[src/rtl/csdiv_if.sv]
// Start/done handshake and operand/result bus between the controlling FSM
// (master) and the csdiv sequential divider (slave).
//
// Handshake: the master raises start with x/y valid; the divider accepts it
// only at a rising edge where it is idle. The accepted x/y are captured on that
// edge, so they may change afterwards. start is ignored while busy or done.
// The divider answers with a one-cycle done pulse. q/r/dbz are valid in that
// cycle and are held until the next accepted start.
interface csdiv_if #(
  parameter int W = 5
);
  logic         start;
  logic [W-1:0] x;
  logic [W-1:0] y;
  logic [W-1:0] q;
  logic [W-1:0] r;
  logic         done;
  logic         busy;
  logic         dbz;

  modport master (
    output start, x, y,
    input  q, r, done, busy, dbz
  );

  modport slave (
    input  start, x, y,
    output q, r, done, busy, dbz
  );
endinterface

[src/rtl/csdiv.sv]
// Sequential W-bit unsigned restoring divider. It produces one quotient bit per
// cycle. The trial subtraction A - Y is done as A + {1,~Y} + 1 on a (W+1)-bit
// carry-select adder. The low SPLIT bits ripple. The high part is precomputed
// for carry-in 0 and 1, and the low carry-out selects between them.
module csdiv #(
  parameter int W     = 5,
  parameter int SPLIT = 3
) (
  input  logic       clk,
  input  logic       rst,
  csdiv_if.slave     dif,
  output logic [1:0] state_o
);

  localparam int AW = W + 1;          // partial remainder width
  localparam int HI = AW - SPLIT;     // width of the high carry-select half
  localparam int CW = $clog2(W + 1);  // step counter width

  typedef enum logic [1:0] {
    IDLE = 2'd0,
    RUN  = 2'd1,
    DONE = 2'd2
  } state_t;

  state_t        state_q;
  logic [AW-1:0] a_q;
  logic [W-1:0]  qr_q;
  logic [W-1:0]  yr_q;
  logic [CW-1:0] cnt_q;
  logic [W-1:0]  q_q;
  logic [W-1:0]  r_q;
  logic          done_q;
  logic          busy_q;
  logic          dbz_q;

  // One restoring step: shift {A,Q} left, then trial-subtract the divisor.
  logic [AW-1:0]  a_sh;
  logic [AW-1:0]  b_op;
  logic [SPLIT:0] low_sum;
  logic [HI:0]    hi_sum0;
  logic [HI:0]    hi_sum1;
  logic [HI:0]    hi_sel;
  logic [AW-1:0]  trial;
  logic           no_borrow;
  logic [AW-1:0]  a_d;
  logic [W-1:0]   qr_d;

  // Carry-select trial subtractor and the restore/keep decision.
  always_comb begin
    a_sh    = {a_q[W-1:0], qr_q[W-1]};
    b_op    = {1'b1, ~yr_q};
    low_sum = {1'b0, a_sh[SPLIT-1:0]} + {1'b0, b_op[SPLIT-1:0]}
              + {{SPLIT{1'b0}}, 1'b1};
    hi_sum0 = {1'b0, a_sh[AW-1:SPLIT]} + {1'b0, b_op[AW-1:SPLIT]};
    hi_sum1 = {1'b0, a_sh[AW-1:SPLIT]} + {1'b0, b_op[AW-1:SPLIT]}
              + {{HI{1'b0}}, 1'b1};
    hi_sel  = low_sum[SPLIT] ? hi_sum1 : hi_sum0;
    trial   = {hi_sel[HI-1:0], low_sum[SPLIT-1:0]};
    // A carry-out means there is no borrow, so A_shifted >= Yr.
    no_borrow = hi_sel[HI];
    a_d     = no_borrow ? trial : a_sh;
    qr_d    = {qr_q[W-2:0], no_borrow};
  end

  // Control FSM with registered outputs. It also updates the datapath registers.
  always_ff @(posedge clk) begin
    if (rst) begin
      state_q <= IDLE;
      a_q     <= '0;
      qr_q    <= '0;
      yr_q    <= '0;
      cnt_q   <= '0;
      q_q     <= '0;
      r_q     <= '0;
      done_q  <= 1'b0;
      busy_q  <= 1'b0;
      dbz_q   <= 1'b0;
    end else begin
      case (state_q)
        IDLE: begin
          done_q <= 1'b0;
          if (dif.start) begin
            if (dif.y == '0) begin
              // Divide by zero: report at once with the saturated quotient.
              q_q     <= '1;
              r_q     <= dif.x;
              dbz_q   <= 1'b1;
              done_q  <= 1'b1;
              state_q <= DONE;
            end else begin
              a_q     <= '0;
              qr_q    <= dif.x;
              yr_q    <= dif.y;
              cnt_q   <= CW'(W);
              dbz_q   <= 1'b0;
              busy_q  <= 1'b1;
              state_q <= RUN;
            end
          end
        end
        RUN: begin
          a_q   <= a_d;
          qr_q  <= qr_d;
          cnt_q <= cnt_q - CW'(1);
          if (cnt_q == CW'(1)) begin
            q_q     <= qr_d;
            r_q     <= a_d[W-1:0];
            busy_q  <= 1'b0;
            done_q  <= 1'b1;
            state_q <= DONE;
          end
        end
        DONE: begin
          done_q  <= 1'b0;
          state_q <= IDLE;
        end
        default: begin
          done_q  <= 1'b0;
          busy_q  <= 1'b0;
          state_q <= IDLE;
        end
      endcase
    end
  end

  assign dif.q    = q_q;
  assign dif.r    = r_q;
  assign dif.done = done_q;
  assign dif.busy = busy_q;
  assign dif.dbz  = dbz_q;
  assign state_o  = state_q;

endmodule
[src/flat_wrapper.sv]
// flat-port wrapper written by rule: the top's interface ports become plain ports
module csdiv_flat 
#(
  parameter int W     = 5,
  parameter int SPLIT = 3
)
  (clk, rst, state_o, dif_start, dif_x, dif_y, dif_q, dif_r, dif_done, dif_busy, dif_dbz);
  csdiv_if #(.W(W)) dif_i ();
  input  logic clk;
  input  logic rst;
  output logic [1:0] state_o;
  input wire logic [$bits(dif_i.start)-1:0] dif_start;
  input wire logic [$bits(dif_i.x)-1:0] dif_x;
  input wire logic [$bits(dif_i.y)-1:0] dif_y;
  output wire logic [$bits(dif_i.q)-1:0] dif_q;
  output wire logic [$bits(dif_i.r)-1:0] dif_r;
  output wire logic [$bits(dif_i.done)-1:0] dif_done;
  output wire logic [$bits(dif_i.busy)-1:0] dif_busy;
  output wire logic [$bits(dif_i.dbz)-1:0] dif_dbz;
  assign dif_i.start = dif_start;
  assign dif_i.x = dif_x;
  assign dif_i.y = dif_y;
  assign dif_q = dif_i.q;
  assign dif_r = dif_i.r;
  assign dif_done = dif_i.done;
  assign dif_busy = dif_i.busy;
  assign dif_dbz = dif_i.dbz;
  csdiv #(.W(W), .SPLIT(SPLIT)) u_core (.clk(clk), .rst(rst), .dif(dif_i), .state_o(state_o));
endmodule
[config.mk]
export PLATFORM = sky130hd
export DESIGN_NAME = csdiv_flat
export DESIGN_NICKNAME = d
export VERILOG_FILES = /design/src/rtl/csdiv_if.sv /design/src/rtl/csdiv.sv /design/src/flat_wrapper.sv
export SDC_FILE = /design/constraint.sdc
export NUM_CORES = 1
export LEC_CHECK = 0
export ABC_CLOCK_PERIOD_IN_PS = 4600
export BUFFER_PORTS_ARGS = -buffer_cell sky130_fd_sc_hd__buf_2
export CAP_MARGIN = 40
export CORE_UTILIZATION = 60
export DETAILED_ROUTE_END_ITERATION = 8
export PLACE_DENSITY = 0.84
export SYNTH_ARGS = -nofsm -noshare
export SYNTH_HDL_FRONTEND = slang
export SYNTH_SLANG_ARGS = --single-unit
[constraint.sdc]
create_clock -name clk -period 4.6 [get_ports clk]
set_input_delay 0.92 -clock clk [delete_from_list [all_inputs] [get_ports clk]]
set_output_delay 0.92 -clock clk [all_outputs]
set_load 0.1 [all_outputs]
==> results by group <==
Drt
  – Drt first-iter violations: 39
  – Vias post-DR: 1543
  – # DRC: 0
  – Overall routed net length: 3900 um
  – DRT Pass-1 Iters: 4
  – Final ANT Viol Nets: 0
  – Vias/cell: 6.05
  – WL per Instance: 15.3 um

Die
  – Die X-Extent: 56.3 um
  – Die Ht: 56.3 um
  – Die area: 3170 um^2
  – I/O Pins: 28
  – Initial core utilization: 0.635
  – Cell Rows: 19
  – Core box area: 2780 um^2

Logic synthesis
  – Async set-reset flop share out of synthesis: 0
  – Netlist cell types: 49
  – Syn_area_per_cell: 8.88 um^2
  – Syn Std Cell Area: 1770 um^2
  – Number of synthesized flops with an enable pin: 0
  – Number of synthesized register bits: 33
  – Mapped Nets: 221
  – Synth Instances: 199
  – Register area share after synthesis: 0.374
  – Synth Flop Type: dfxtp_1
  – Yosys warnings: 0

Global routing
  – Largest net degree at the start of global routing: 36
  – First-pass GRT wire length: 6510 um
  – Vias in the first global route: 1450
  – Initial antenna violation count: 0
  – Total GRT Usage: 0.270
  – Total grt overflow: 0

Timing
  – Skew final: 3.70 ps
  – Tmin final: 2550 ps
  – Worst Max-Slew Pin Slew: 681 ps
  – Fin crit share: 0.555
  – Final setup TNS: 0 ps
  – RSZ-0062 raised after global routing: false
  – # setup viols final: 0
  – FMAX: 0.392 GHz
  – Max Slew Vio Count: 0
  – Slew Limit Headroom: 0.546
  – Fin. Hold Viols: 0

CTS
  – Clock H-tree levels: 2
  – Clock-pin slew of the registers on the worst-case setup and hold paths: 100 ps
  – Total CTS buffers: 5
  – Root Buffer: clkbuf_4
  – CTS Buffer Depth: 2
  – Hold_buf cts: 0
  – Clock sink count: 33
  – CTS tree: built
  – Clk_lat worst skew: 330 ps
  – Post-CTS Setup Inserts: 0
  – # resized after CTS: 0

Critical path
  – Crit path DAT: 2800 ps
  – Setup CP Type: flop to flop
  – Crit end category: flop
  – Worst setup SP type: flop
  – Crit-path max FO: 7
  – Worst path top cell family by delay: adder cells
  – Crit path max-delay cell type: fa_1
  – Worst path required time: 4850 ps
  – Crit path largest cell delay: 480 ps
  – Worst-path cell chain: inv_1 -> ha_1 -> fa_1 -> xnor2_2 -> and2_4 -> a21boi_2 -> or3b_1 -> a21o_1 -> a311oi_2
  – Worst path bufs/invs: 1

Hold path
  – Hold Path Class: flop to flop

Placement
  – Hpwl dp: 2770 um
  – Port Buffers: 27
  – Post-DP Area: 1890 um^2
  – Routability Congestion: 0.803

Final layout
  – Design Area, Final: 1940 um^2
  – Share of cells above drive strength 1: 0.237
  – Syn-to-layout area delta: 9.91%
  – # nets final: 245
  – Commonest non-fill, non-tap cell in the layout: dfxtp_1
  – Diode count: 0
  – Most frequent cells in the layout: dfxtp_1, buf_2, nor2_1

Outcome
  – Outcome: complete, no violations

Flow run
  – Max-Cap Viols: 0

Power and ir drop
  – Leak pwr: 0.785 nW
  – Power per cell area: 400 nW/um^2
  – Peak VDD IR: 406 uV
==> through the flow <==
step / worst slack, ps / power, mW / hold slack (ps) / cells / utilization
finish: 2050 / 0.776 / 459 / 255 / 0.698
global route: 1900 / 0.820 / 471 / 255 / 0.698
CTS: 2030 / 0.776 / 461 / 255 / 0.698
detailed placement: 2020 / 0.625 / 447 / 247 / 0.680
global placement: 2070 / 0.612 / 436 / 246 / 0.677
floorplan: 2270 / 0.576 / 449 / 199 / -
==> report_power, final <==
| group | switching (mW) | total, mW | internal, mW | leakage (nW) |
|---|---|---|---|---|
| combinational | 0.203 | 0.288 | 0.0852 | 0.483 |
| clock | 0.0958 | 0.154 | 0.0581 | 0.0320 |
| sequential | 0.0217 | 0.334 | 0.312 | 0.271 |
| total | 0.321 | 0.776 | 0.455 | 0.785 |
==> tightest hold or removal path: stages (launching register included) <==
cell	delay [ps]
dfxtp_1	320
nand2_1	50
a21oi_1	50
==> path summary, 6_finish.rpt <==
kind | slack [ps] | from | cells after the start | end
max | 2050 | u_core.yr_q[3] | 9 | u_core.dif.r[1]
min | 460 | u_core.dif.q[1] | 2 | u_core.dif.q[1]
max reg2reg | 2050 | u_core.yr_q[3] | 9 | u_core.dif.r[1]
min reg2reg | 460 | u_core.dif.q[1] | 2 | u_core.dif.q[1]
==> synth_stat cells (2+ instances only) <==
cell	n	share of area
nor3_1	6	0.017
a311oi_2	6	0.051
nand2_1	19	0.040
nor2_1	26	0.055
a21o_1	3	0.013
a311oi_1	3	0.015
mux2i_1	6	0.034
o21ai_0	6	0.017
o21a_1	2	0.0085
a211oi_1	5	0.021
inv_1	9	0.019
o21ai_1	6	0.017
clkbuf_1	8	0.017
dfxtp_1	33	0.37
a21oi_1	14	0.040
fa_1	2	0.023
nor2b_1	3	0.011
ha_1	7	0.050
buf_6	2	0.013
nand2b_1	4	0.014
==> routing by layer <==
metal	vias up	routed length [um]	global-route usage
met5	-	0	0
met1	725	1710	0.321
met2	58	1960	0.451
met4	0	43	0.105
met3	5	189	0.0876
li1	755	-	-
==> area by class of cell <==
type	count	area, um^2
Clock buffer	6	41.3
Inverter	9	33.8
Multi-Input combinational cell	146	1010
Tap cell	31	38.8
Clock inverter	2	10.0
Fill cell	228	840
Timing Repair Buffer	28	143
Sequential cell	33	661
==> flip-flops by register name (all words and copies together) (netlist names) <==
| register | cells |
|---|---|
| u_core.a_q | 5 |
| u_core.yr_q | 5 |
| u_core.cnt_q | 3 |
| u_core.dif.dbz | 1 |
| u_core.dif.busy | 1 |
| u_core.dif.r | 5 |
| u_core.state_o | 2 |
| u_core.dif.q | 5 |
| u_core.dif.done | 1 |
| u_core.qr_q | 5 |
==> kinds of logic (layout without fill, tap and decap cells) <==
family	count (synthesis)	in the layout	synth area share
compound gates	59	59	0.261
xor+xnor	3	3	0.0191
fa+ha+maj	9	9	0.0722
buf+inv	20	45	0.0517
flops	33	33	0.374
mux	6	6	0.0340
simple gates	69	69	0.188
(Power assumes the default switching activity.)
